<file path="src/rtl/argmax_fp16_seq.sv">
// Sequential fp16 argmax: snapshots N_CLASSES scores on start, then scans
// one entry per cycle and reports the winning index, its raw bits, and
// whether any NaN was present. The snapshot frees the upstream datapath
// as soon as the scan begins.
module argmax_fp16_seq #(
    parameter int N_CLASSES = 10,
    parameter int WIDTH     = 16,
    parameter int IDX_WIDTH = 4
) (
    input  logic                                clk,
    input  logic                                rst,
    input  logic                                start,
    input  logic [N_CLASSES-1:0][WIDTH-1:0]     scores,
    output logic                                busy,
    output logic                                done,
    output logic [IDX_WIDTH-1:0]                digit,
    output logic [WIDTH-1:0]                    max_val,
    output logic                                nan_seen
);

    typedef enum logic [1:0] {
        ST_IDLE = 2'd0,
        ST_SCAN = 2'd1,
        ST_DONE = 2'd2
    } state_t;

    localparam logic [IDX_WIDTH-1:0] LAST_IDX = IDX_WIDTH'(N_CLASSES - 1);

    // NaN: all-ones exponent with a non-zero mantissa.
    function automatic logic is_nan(input logic [WIDTH-1:0] v);
        return (v[14:10] == 5'h1F) && (v[9:0] != 10'h000);
    endfunction

    // Ranking key: negatives (including -0) and NaN collapse to zero so they
    // tie with +0; otherwise the magnitude bits order correctly as unsigned.
    function automatic logic [14:0] rank_key(input logic [WIDTH-1:0] v);
        logic [14:0] k;
        if (v[15] || is_nan(v)) begin
            k = 15'h0000;
        end else begin
            k = v[14:0];
        end
        return k;
    endfunction

    state_t                             state_q, state_d;
    logic [N_CLASSES-1:0][WIDTH-1:0]    snap_q, snap_d;
    logic [IDX_WIDTH-1:0]               idx_q, idx_d;
    logic [14:0]                        best_key_q, best_key_d;
    logic [IDX_WIDTH-1:0]               best_idx_q, best_idx_d;
    logic [WIDTH-1:0]                   best_raw_q, best_raw_d;
    logic                               busy_q, busy_d;
    logic                               done_q, done_d;
    logic [IDX_WIDTH-1:0]               digit_q, digit_d;
    logic [WIDTH-1:0]                   max_val_q, max_val_d;
    logic                               nan_q, nan_d;

    logic [WIDTH-1:0]                   cur_raw_s;
    logic                               take_s;

    // Next-state and datapath updates for the IDLE -> SCAN -> DONE sequence.
    always_comb begin
        state_d    = state_q;
        snap_d     = snap_q;
        idx_d      = idx_q;
        best_key_d = best_key_q;
        best_idx_d = best_idx_q;
        best_raw_d = best_raw_q;
        busy_d     = busy_q;
        done_d     = 1'b0;
        digit_d    = digit_q;
        max_val_d  = max_val_q;
        nan_d      = nan_q;

        cur_raw_s  = snap_q[idx_q];
        take_s     = (rank_key(cur_raw_s) > best_key_q);

        case (state_q)
            ST_IDLE: begin
                if (start) begin
                    snap_d     = scores;
                    best_key_d = rank_key(scores[0]);
                    best_idx_d = '0;
                    best_raw_d = scores[0];
                    nan_d      = is_nan(scores[0]);
                    idx_d      = IDX_WIDTH'(1);
                    busy_d     = 1'b1;
                    state_d    = ST_SCAN;
                end else begin
                    state_d    = ST_IDLE;
                end
            end
            ST_SCAN: begin
                if (take_s) begin
                    best_key_d = rank_key(cur_raw_s);
                    best_idx_d = idx_q;
                    best_raw_d = cur_raw_s;
                end else begin
                    best_key_d = best_key_q;
                end
                nan_d = nan_q | is_nan(cur_raw_s);
                if (idx_q == LAST_IDX) begin
                    // Publish the final winner, including the last entry.
                    digit_d   = take_s ? idx_q : best_idx_q;
                    max_val_d = take_s ? cur_raw_s : best_raw_q;
                    done_d    = 1'b1;
                    idx_d     = '0;
                    state_d   = ST_DONE;
                end else begin
                    idx_d     = idx_q + IDX_WIDTH'(1);
                end
            end
            ST_DONE: begin
                busy_d  = 1'b0;
                state_d = ST_IDLE;
            end
            default: begin
                busy_d  = 1'b0;
                idx_d   = '0;
                state_d = ST_IDLE;
            end
        endcase
    end

    // State and result registers; reset aborts any scan without a done pulse.
    always_ff @(posedge clk or posedge rst) begin
        if (rst) begin
            state_q    <= ST_IDLE;
            snap_q     <= '0;
            idx_q      <= '0;
            best_key_q <= 15'h0000;
            best_idx_q <= '0;
            best_raw_q <= '0;
            busy_q     <= 1'b0;
            done_q     <= 1'b0;
            digit_q    <= '0;
            max_val_q  <= '0;
            nan_q      <= 1'b0;
        end else begin
            state_q    <= state_d;
            snap_q     <= snap_d;
            idx_q      <= idx_d;
            best_key_q <= best_key_d;
            best_idx_q <= best_idx_d;
            best_raw_q <= best_raw_d;
            busy_q     <= busy_d;
            done_q     <= done_d;
            digit_q    <= digit_d;
            max_val_q  <= max_val_d;
            nan_q      <= nan_d;
        end
    end

    assign busy     = busy_q;
    assign done     = done_q;
    assign digit    = digit_q;
    assign max_val  = max_val_q;
    assign nan_seen = nan_q;

endmodule

</file>
<file path="config.mk">
export PLATFORM = sky130hd
export DESIGN_NAME = argmax_fp16_seq
export DESIGN_NICKNAME = d
export VERILOG_FILES = /design/src/rtl/argmax_fp16_seq.sv
export SDC_FILE = /design/constraint.sdc
export NUM_CORES = 1
export LEC_CHECK = 0
export BUFFER_PORTS_ARGS = -buffer_cell sky130_fd_sc_hd__buf_2
export CAP_MARGIN = 20
export CORE_MARGIN = 4
export CORE_UTILIZATION = 58
export CTS_BUF_LIST = sky130_fd_sc_hd__clkbuf_2 sky130_fd_sc_hd__clkbuf_4 sky130_fd_sc_hd__clkbuf_8
export CTS_CLUSTER_DIAMETER = 60
export DETAILED_ROUTE_END_ITERATION = 16
export PLACE_DENSITY = 0.82
export SYNTH_ARGS = -nofsm -noshare
export SYNTH_HDL_FRONTEND = slang
export SYNTH_SLANG_ARGS = --single-unit
</file>
<file path="constraint.sdc">
create_clock -name clk -period 9 [get_ports clk]
set_input_delay 1.8 -clock clk [delete_from_list [all_inputs] [get_ports clk]]
set_output_delay 1.8 -clock clk [all_outputs]
set_load 0.1 [all_outputs]
</file>
==> impl_table.tex, run 1 <==
\begin{tabular}{lr}
\hline
Metric & Value \\
\hline
\multicolumn{2}{l}{\textbf{Status}} \\
\quad Result of the run & finished clean \\
\multicolumn{2}{l}{\textbf{Placed design}} \\
\quad Final estimated routing congestion in global placement & just over 0.9 \\
\quad Port bufs & 185 \\
\quad Worst setup timing slack at the placement stage & $\sim$3300 ps \\
\quad Number of placed cells counting well taps & 1560 \\
\quad Post-detailed-placement half-perimeter wirelength & approximately 21000 um \\
\multicolumn{2}{l}{\textbf{Worst hold path}} \\
\quad Hold path startpoint & snap\_q[97] \\
\quad Worst hold-check path type & reg -> reg \\
\quad Hold path endpoint & snap\_q[97] \\
\quad Cell depth of the worst hold path & 2 \\
\multicolumn{2}{l}{\textbf{Layout}} \\
\quad Area Growth Syn to Fin & 17.1\% \\
\quad Share of layout cells above drive strength 1 & roughly 23\% \\
\quad Most common library cell in the layout ignoring fill and taps & nand2\_1 \\
\quad Number of filler cells placed in the layout & $\sim$1400 \\
\quad Utilization after layout & between 70\% and 80\% \\
\quad Top library cells by usage in the layout, fill and taps aside & nand2\_1, dfrtp\_1, buf\_2 \\
\quad Filler-free cell count of the finished design & between 1500 and 2000 \\
\quad Register area & about 5600 um2 \\
\quad Count of inserted antenna diode cells & 0 \\
\quad Final net count & about 1600 \\
\quad Multi-input gate area in the final layout & approximately 5000 um2 \\
\multicolumn{2}{l}{\textbf{Timing}} \\
\quad Max-slew violation total from the final report & 0 \\
\quad Fin worst setup slack & 3180 ps \\
\quad Share of the clock period used by the worst path & between 60\% and 70\% \\
\quad Headroom to the max-slew limit & 28.3\% \\
\quad Setup TNS & 0 ps \\
\quad Timing-limited maximum frequency & around 170 MHz \\
\quad Final setup violation count & 0 \\
\quad Slew at the pin closest to its max-slew limit & around 1100 ps \\
\quad Worst clock skew & a little over 30 ps \\
\quad Minimum clock period after layout & between 5000 and 6000 ps \\
\quad Fin. Hold Viols & 0 \\
\quad RSZ-0062 raised after global routing & false \\
\multicolumn{2}{l}{\textbf{Drt}} \\
\quad Total Routed Length & roughly 31000 um \\
\quad Vias per cell & 5.68 \\
\quad Met2 wire length & about 14000 um \\
\quad Length of routed wiring on met1 & around 13000 um \\
\quad Number of vias after detailed routing & around 9200 \\
\quad Highest metal layer with signal wires & met4 \\
\quad Violation count after the first detailed-route iteration & about 720 \\
\quad Residual antenna-violating net count after detailed routing & 0 \\
\quad First drt pass iteration count & 5 \\
\quad Routed wirelength normalized by instance count & around 19 um \\
\quad Met3 wirelength from detailed routing & $\sim$2300 um \\
\quad Number of remaining DRC errors & 0 \\
\multicolumn{2}{l}{\textbf{Clocking}} \\
\quad Hold\_buf cts & 0 \\
\quad Number of gates given a new drive strength after cts & 0 \\
\quad H-tree depth reported by CTS & 2 \\
\quad Clock Sinks & roughly 220 \\
\quad Worst-case clock buffer depth & 3 \\
\quad Number of setup buffers added after CTS & 0 \\
\quad Clock input transition at the sequential cells of the worst setup and hold paths & 70 ps \\
\quad Number of CTS-inserted buffers & 38 \\
\quad Clock latency at the later pin of the worst-skew pair & $\sim$540 ps \\
\quad TritonCTS clock tree & yes \\
\quad Root Driver & clkbuf\_8 \\
\multicolumn{2}{l}{\textbf{Synthesis}} \\
\quad Biggest area contributors in the synthesized netlist & dfrtp\_1, nand2\_1, mux2i\_1 \\
\quad Unique cell type count in the Yosys netlist & a little under 60 \\
\quad Flip-flop and latch count after synthesis & between 200 and 250 \\
\quad Leading register cell type out of synthesis & dfrtp\_1 \\
\quad Post-Syn Area per Cell & roughly 9 um2 \\
\quad Fraction of registers with async set or reset after synthesis & between 90\% and 100\% \\
\quad Post-synth EDFFs & 0 \\
\quad Top-area cell type share of the netlist area & between 50\% and 60\% \\
\quad Share of the yosys chip area belonging to registers & 51.4\% \\
\quad Post-synthesis instance total & $\sim$1200 \\
\quad Most area-hungry cell type in the Yosys netlist & dfrtp\_1 \\
\quad YS warnings & 0 \\
\quad Net count after synthesis & 1386 \\
\quad Synth Cell Area & 10900 um2 \\
\multicolumn{2}{l}{\textbf{Global routing}} \\
\quad Aggregate global routing overflow & 0 \\
\quad Largest net degree at the start of global routing & roughly 120 \\
\quad Total GRT Usage & roughly 29\% \\
\quad Via count of the first global-routing pass & between 9000 and 10000 \\
\quad Wire length of the first global-routing pass & between 40000 and 50000 um \\
\quad Antenna violations before repair & 0 \\
\multicolumn{2}{l}{\textbf{Power and ir drop}} \\
\quad Pleak & 6.66 nW \\
\quad Power density over cell area & approximately 470 nW/um2 \\
\quad Maximum resistive drop on vdd & $\sim$330 uV \\
\multicolumn{2}{l}{\textbf{Critical path}} \\
\quad CP top delay family & compound AO/OA/AOI/OAI gates \\
\quad Maximum single-stage delay on the critical path & approximately 700 ps \\
\quad Path type of the worst setup path & reg -> reg \\
\quad End of the worst register-to-register path & best\_key\_q[10] \\
\quad Data arrival time of the critical path & between 6000 and 7000 ps \\
\quad Worst-path fanout max & 54 \\
\quad R2r startpoint & idx\_q[0] \\
\quad Buffers \& Inverters on Critical Path & 2 \\
\quad Number of cell instances on the worst register-to-register path & 17 \\
\quad Slack of the worst reg-to-reg path & approximately 3200 ps \\
\quad Startpoint class of the critical path & flop \\
\quad Critical Path Slowest Stage Cell & o31ai\_1 \\
\quad Worst-path cell chain & buf\_4 -> mux2i\_1 -> o22ai\_1 -> o31ai\_1 -> nand4\_1 -> or4\_4 -> a21o\_1 -> nor2b\_1 -> ha\_1 -> a21o\_1 -> a21o\_1 -> a21oi\_1 -> nand4\_1 -> a21oi\_2 -> buf\_4 -> nor2\_1 -> a221o\_1 \\
\quad Most common cell on crit path & a21o\_1 \\
\quad Critical path capture point type & flop \\
\quad Data required time of the worst path & 9410 ps \\
\multicolumn{2}{l}{\textbf{Die}} \\
\quad Die W & about 150 um \\
\quad Y dimension of the die & roughly 150 um \\
\quad Std-Cell Core Area & around 18000 um2 \\
\quad Die area & 21100 um2 \\
\quad Starting density of the core & 59.9\% \\
\quad Number of primary I/O pins & roughly 190 \\
\quad Row count & 49 \\
\multicolumn{2}{l}{\textbf{Job}} \\
\quad Number of maximum-capacitance constraint violations & 0 \\
\hline
\end{tabular}
==> state kept, by name, summed over array words and instances, names as in the netlist, 2 cells and up <==
signal,cells
best_idx_q,4
max_val,16
snap_q,160
state_q,2
digit,4
best_raw_q,16
idx_q,4
best_key_q,15
==> worst reg2reg max path: stages (launching register included) <==
cell,delay (ps)
dfrtp_2,550
buf_4,620
mux2i_1,420
o22ai_1,150
o31ai_1,690
nand4_1,160
or4_4,600
a21o_1,340
nor2b_1,170
ha_1,250
a21o_1,180
a21o_1,170
a21oi_1,230
nand4_1,210
a21oi_2,250
buf_4,330
nor2_1,100
a221o_1,270
==> through the flow <==
| stage | total power (W) | hold slack, ps | area (um2) |
|---|---|---|---|
| after floorplan | 0.00416 | 437 | 10900 |
| after global placement | 0.00484 | 452 | 11900 |
| final | 0.00597 | 468 | 12800 |
| after CTS | 0.00595 | 470 | 12800 |
| after detailed placement | 0.00492 | 456 | 11900 |
| after global routing | 0.00637 | 481 | 12800 |
==> report_power, final <==
part	total [W]	leakage (nW)	internal, W	switching [W]
logic	0.00313	3.45	0.00117	0.00196
clock network	0.00101	0.442	0.000588	0.000423
registers	0.00184	2.77	0.00149	0.000344
==> cell usage after synthesis, drive strengths merged (2+ instances only) <==
cell type  number
ha             17
nor4            2
and2            2
o31ai           4
o211ai          2
nor3b           3
o22ai           8
mux2i          38
nand4           5
buf            19
o41a            2
nand2         538
dfrtp         224
mux2           30
o21ai          53
inv            29
nand2b          4
a211oi          6
and3            2
o41ai           2
nand3           6
o22a            4
a22oi           4
a31oi           3
nor3            5
nor2b          11
a2bb2oi        11
and2b           2
a22o            2
a21oi          20
mux4           15
nand3b         10
clkbuf         53
a221o           9
o221ai         11
nor2           37
a21o            4
==> cell type report <==
type | count | area share, %
clock buffer | 57 | 5.79
clock inverter | 9 | 0.871
inverter | 30 | 0.939
multi-input combinational | 880 | 38.1
sequential | 224 | 43.9
tap | 229 | 2.24
timing repair buffer | 198 | 8.16
==> cell families (layout without fill, tap and decap cells) <==
| kind of cell | after synthesis | count (layout) | share of synthesized area (%) |
|---|---|---|---|
| adders and majority gates | 17 | 17 | 1.95 |
| and+or+nand+nor | 631 | 631 | 23.1 |
| DFF | 224 | 224 | 51.4 |
| AOI/OAI and AO/OA | 149 | 149 | 9.55 |
| muxes | 83 | 83 | 9.85 |
| buffers and inverters | 102 | 294 | 4.18 |
==> worst max-delay path by stage <==
stage / from / endpoint / slack, ps / cells past startpoint
2_1_floorplan: rst / best_idx_q[0] / 1070 / 1
3_3_place_gp: idx_q[0] / best_key_q[0] / 3390 / 16
3_5_place_dp: idx_q[0] / best_raw_q[1] / 3310 / 17
4_1_cts: idx_q[0] / best_raw_q[1] / 3260 / 17
5_1_grt: idx_q[0] / best_key_q[10] / 2830 / 17
6_report: idx_q[0] / best_key_q[10] / 3180 / 17
==> routing by layer <==
layer  up-vias  GRT usage [%]
met3        70           6.33
met2       389           44.5
li1       4333              -
met4         0           10.3
met1      4442           40.1
met5         -              0
Note: power is estimated with default switching activity, not from simulation.
==> run 2, diff against run 1 <==
--- a/config.mk
+++ b/config.mk
@@ -5,14 +5,15 @@
 export SDC_FILE = /design/constraint.sdc
 export NUM_CORES = 1
 export LEC_CHECK = 0
+export ABC_AREA = 1
 export BUFFER_PORTS_ARGS = -buffer_cell sky130_fd_sc_hd__buf_2
 export CAP_MARGIN = 20
 export CORE_MARGIN = 4
-export CORE_UTILIZATION = 58
+export CORE_UTILIZATION = 59
 export CTS_BUF_LIST = sky130_fd_sc_hd__clkbuf_2 sky130_fd_sc_hd__clkbuf_4 sky130_fd_sc_hd__clkbuf_8
 export CTS_CLUSTER_DIAMETER = 60
 export DETAILED_ROUTE_END_ITERATION = 16
-export PLACE_DENSITY = 0.82
+export PLACE_DENSITY = 0.83
 export SYNTH_ARGS = -nofsm -noshare
 export SYNTH_HDL_FRONTEND = slang
 export SYNTH_SLANG_ARGS = --single-unit
==> constraint.sdc (replaced) <==
create_clock -name clk -period 5.42 [get_ports clk]
set_input_delay 1.084 -clock clk [delete_from_list [all_inputs] [get_ports clk]]
set_output_delay 1.084 -clock clk [all_outputs]
set_load 0.1 [all_outputs]
==> run 2 against run 1 <==
Effect of this change: register-to-register slack lost 2500 ps; final cell count up 16%; non-clock buffer count rose by 6; critical path depth up 8; utilization rose by 0.50 points; largest power group unchanged; fmax grew 22%; highest routed layer unchanged; first-iteration DRC count increased by 43%; synthesized cell count up 22%; critical path type unchanged; die area decreased by 0.23%; worst setup slack got worse by 2500 ps; via count is 12% higher.
==> impl_table.tex, run 2 <==
\begin{tabular}{lr}
\hline
Metric & Value \\
\hline
\multicolumn{2}{l}{\textbf{Die}} \\
\quad Std-Cell Core Area & between 15000 and 20000 um2 \\
\quad Die W & about 150 um \\
\quad Number of primary I/O pins & between 150 and 200 \\
\quad Y dimension of the die & between 100 and 150 um \\
\quad Die area & around 21000 um2 \\
\quad Starting density of the core & $\sim$60\% \\
\quad Row count & 49 \\
\multicolumn{2}{l}{\textbf{Power and ir drop}} \\
\quad Switching part of the total power & 49.0\% \\
\quad Part of the total power dissipated in the clock network & 16.2\% \\
\quad Maximum resistive drop on vdd & $\sim$340 uV \\
\quad Pleak & between 6 and 7 nW \\
\quad Pint & 0.00481 W \\
\quad Net switching power of the design & approximately 0.0046 W \\
\quad Register share of total power & a little under a third \\
\quad Power share of the combinational group & about 53\% \\
\quad Power density over cell area & roughly 730 nW/um2 \\
\multicolumn{2}{l}{\textbf{Job}} \\
\quad Number of maximum-capacitance constraint violations & 0 \\
\multicolumn{2}{l}{\textbf{Global routing}} \\
\quad Antenna violations before repair & 0 \\
\quad Via count of the first global-routing pass & between 10000 and 15000 \\
\quad Aggregate global routing overflow & 0 \\
\quad Largest net degree at the start of global routing & approximately 160 \\
\quad Wire length of the first global-routing pass & 51200 um \\
\quad Total GRT Usage & 30.1\% \\
\multicolumn{2}{l}{\textbf{Layout}} \\
\quad Flip-flop count of the largest register after layout & between 150 and 200 \\
\quad Most common library cell in the layout ignoring fill and taps & nand2\_1 \\
\quad Post-route cell area & $\sim$13000 um2 \\
\quad Largest register by flop count & snap\_q \\
\quad Share of layout cells above drive strength 1 & between 10\% and 20\% \\
\quad Number of filler cells placed in the layout & 1501 \\
\quad Multi-input gate area in the final layout & approximately 4700 um2 \\
\quad Count of inserted antenna diode cells & 0 \\
\quad Register area & about 5600 um2 \\
\quad Utilization after layout & a little over two thirds \\
\quad Area Growth Syn to Fin & 16.3\% \\
\quad Final net count & 1809 \\
\quad Top library cells by usage in the layout, fill and taps aside & nand2\_1, dfrtp\_1, buf\_2 \\
\multicolumn{2}{l}{\textbf{Critical path}} \\
\quad Startpoint class of the critical path & flop \\
\quad Path type of the worst setup path & reg -> reg \\
\quad Maximum single-stage delay on the critical path & approximately 430 ps \\
\quad Most common cell on crit path & nand2\_1 \\
\quad R2r startpoint & idx\_q[0] \\
\quad Number of cell instances on the worst register-to-register path & 25 \\
\quad Critical path capture point type & flop \\
\quad Data required time of the worst path & a little under 6000 ps \\
\quad End of the worst register-to-register path & best\_key\_q[1] \\
\quad Critical Path Slowest Stage Cell & dfrtp\_2 \\
\quad Slack of the worst reg-to-reg path & about 630 ps \\
\quad Worst-path fanout max & 53 \\
\quad Data arrival time of the critical path & around 5200 ps \\
\multicolumn{2}{l}{\textbf{Drt}} \\
\quad Routed wirelength normalized by instance count & around 17 um \\
\quad Total Routed Length & between 30000 and 40000 um \\
\quad Vias per cell & $\sim$5.5 \\
\quad Number of vias after detailed routing & roughly 10000 \\
\quad First drt pass iteration count & 5 \\
\quad Number of remaining DRC errors & 0 \\
\quad Residual antenna-violating net count after detailed routing & 0 \\
\quad Violation count after the first detailed-route iteration & between 1000 and 1500 \\
\multicolumn{2}{l}{\textbf{Placed design}} \\
\quad Final estimated routing congestion in global placement & 0.975 \\
\quad Placed Instance Area & between 10000 and 15000 um2 \\
\quad Post-detailed-placement half-perimeter wirelength & around 22000 um \\
\quad Port bufs & about 190 \\
\multicolumn{2}{l}{\textbf{Synthesis}} \\
\quad Net count after synthesis & about 1700 \\
\quad Post-synth EDFFs & 0 \\
\quad Leading register cell type out of synthesis & dfrtp\_1 \\
\quad Most common cell in the synthesized netlist & nand2\_1 \\
\quad Post-Syn Area per Cell & between 7 and 8 um2 \\
\quad Most area-hungry cell type in the Yosys netlist & dfrtp\_1 \\
\quad Share of the yosys chip area belonging to registers & 50.6\% \\
\quad Biggest area contributors in the synthesized netlist & dfrtp\_1, nand2\_1, o21ai\_0 \\
\quad Synth Cell Area & around 11000 um2 \\
\quad Top-area cell type share of the netlist area & approximately 51\% \\
\quad Flip-flop and latch count after synthesis & about 220 \\
\quad YS warnings & 0 \\
\quad Unique cell type count in the Yosys netlist & 31 \\
\quad Post-synthesis instance total & about 1500 \\
\quad Leading cell types by count after synthesis & nand2\_1, dfrtp\_1, o21ai\_0, nor2\_1, inv\_1 \\
\quad Fraction of registers with async set or reset after synthesis & 100\% \\
\multicolumn{2}{l}{\textbf{Timing}} \\
\quad Worst clock skew & 25.4 ps \\
\quad Slew at the pin closest to its max-slew limit & 1100 ps \\
\quad Share of the clock period used by the worst path & 88.4\% \\
\quad Final setup violation count & 0 \\
\quad RSZ-0062 raised after global routing & false \\
\quad Headroom to the max-slew limit & between 20\% and 30\% \\
\quad Setup TNS & 0 ps \\
\quad Minimum clock period after layout & roughly 4800 ps \\
\quad Fin. Hold Viols & 0 \\
\quad Max-slew violation total from the final report & 0 \\
\quad Timing-limited maximum frequency & approximately 210 MHz \\
\multicolumn{2}{l}{\textbf{Worst hold path}} \\
\quad Cell depth of the worst hold path & 2 \\
\quad Hold path endpoint & snap\_q[61] \\
\quad Hold path startpoint & snap\_q[61] \\
\quad Worst hold-check path type & reg -> reg \\
\multicolumn{2}{l}{\textbf{Clocking}} \\
\quad TritonCTS clock tree & yes \\
\quad Number of setup buffers added after CTS & 0 \\
\quad Clock input transition at the sequential cells of the worst setup and hold paths & about 60 ps \\
\quad Root Driver & clkbuf\_8 \\
\quad Worst-case clock buffer depth & 3 \\
\quad Clock latency at the later pin of the worst-skew pair & between 500 and 600 ps \\
\quad Hold\_buf cts & 0 \\
\quad Number of CTS-inserted buffers & 37 \\
\quad H-tree depth reported by CTS & 2 \\
\quad Number of gates given a new drive strength after cts & 0 \\
\quad Clock Sinks & between 200 and 250 \\
\multicolumn{2}{l}{\textbf{Status}} \\
\quad Result of the run & finished clean \\
\hline
\end{tabular}
==> run 2: how the worst max path moves through the flow <==
stage | start | to | slack, ps | cells past startpoint
after floorplan | rst | best_idx_q[0] | 1410 | 1
final | idx_q[0] | best_key_q[1] | 630 | 25
after detailed placement | idx_q[0] | best_key_q[1] | 760 | 25
after global routing | idx_q[2] | best_key_q[1] | 120 | 23
after CTS | idx_q[2] | best_key_q[1] | 720 | 23
after global placement | idx_q[0] | best_key_q[13] | 830 | 25
==> run 2: routing by layer <==
layer	vias up	GRT usage, %	wire length [um]
li1	4959	-	-
met5	-	0	0
met3	97	5.61	2490
met1	4781	40.6	13200
met2	463	47.8	14800
met4	0	13.6	1470
==> run 2: final cells by class <==
cell class              instances  share of cell area [%]
flip-flops and latches        224                    43.5
multi-input cells            1048                    36.2
repair buffers                204                    8.84
clock buffers                  55                    5.29
inverters                     114                    3.36
well taps                     229                    2.22
clock inverters                 7                   0.544
==> run 2: worst max-delay path, delay by kind of cell (launching register included) <==
family,cells,cell delay (ps)
buffers and inverters,4,970
DFF,1,430
adders and majority gates,1,300
AOI/OAI and AO/OA,7,990
and+or+nand+nor,13,1930
==> run 2: power groups by stage <==
stage	sequential (W)	combinational [W]	clock, W
finish	0.00294	0.00496	0.00153
CTS	0.00293	0.00492	0.00155
global placement	0.00292	0.00479	0
floorplan	0.00341	0.00314	0
global route	0.00302	0.00554	0.00163
detailed placement	0.00295	0.00489	0
==> run 2: logic make-up after synthesis <==
family                   count (synthesis)  share of synthesized area [%]
AND/OR/NAND/NOR                        807                           28.6
flip-flops                             224                           50.6
AO/OA/AOI/OAI                          222                           11.3
buffers and inverters                  199                           7.40
adder cells (fa/ha/maj)                 17                           1.92
XOR/XNOR                                 2                          0.158
==> run 2: stage by stage <==
step                      hold slack [ps]  cells  power, W  setup slack (ps)
after global placement                449   1818   0.00770               829
after detailed placement              453   1818   0.00784               763
after CTS                             468   1880   0.00940               719
after floorplan                       437   1471   0.00655              1410
after global routing                  484   1881    0.0102               125
final                                 469   1881   0.00943               631
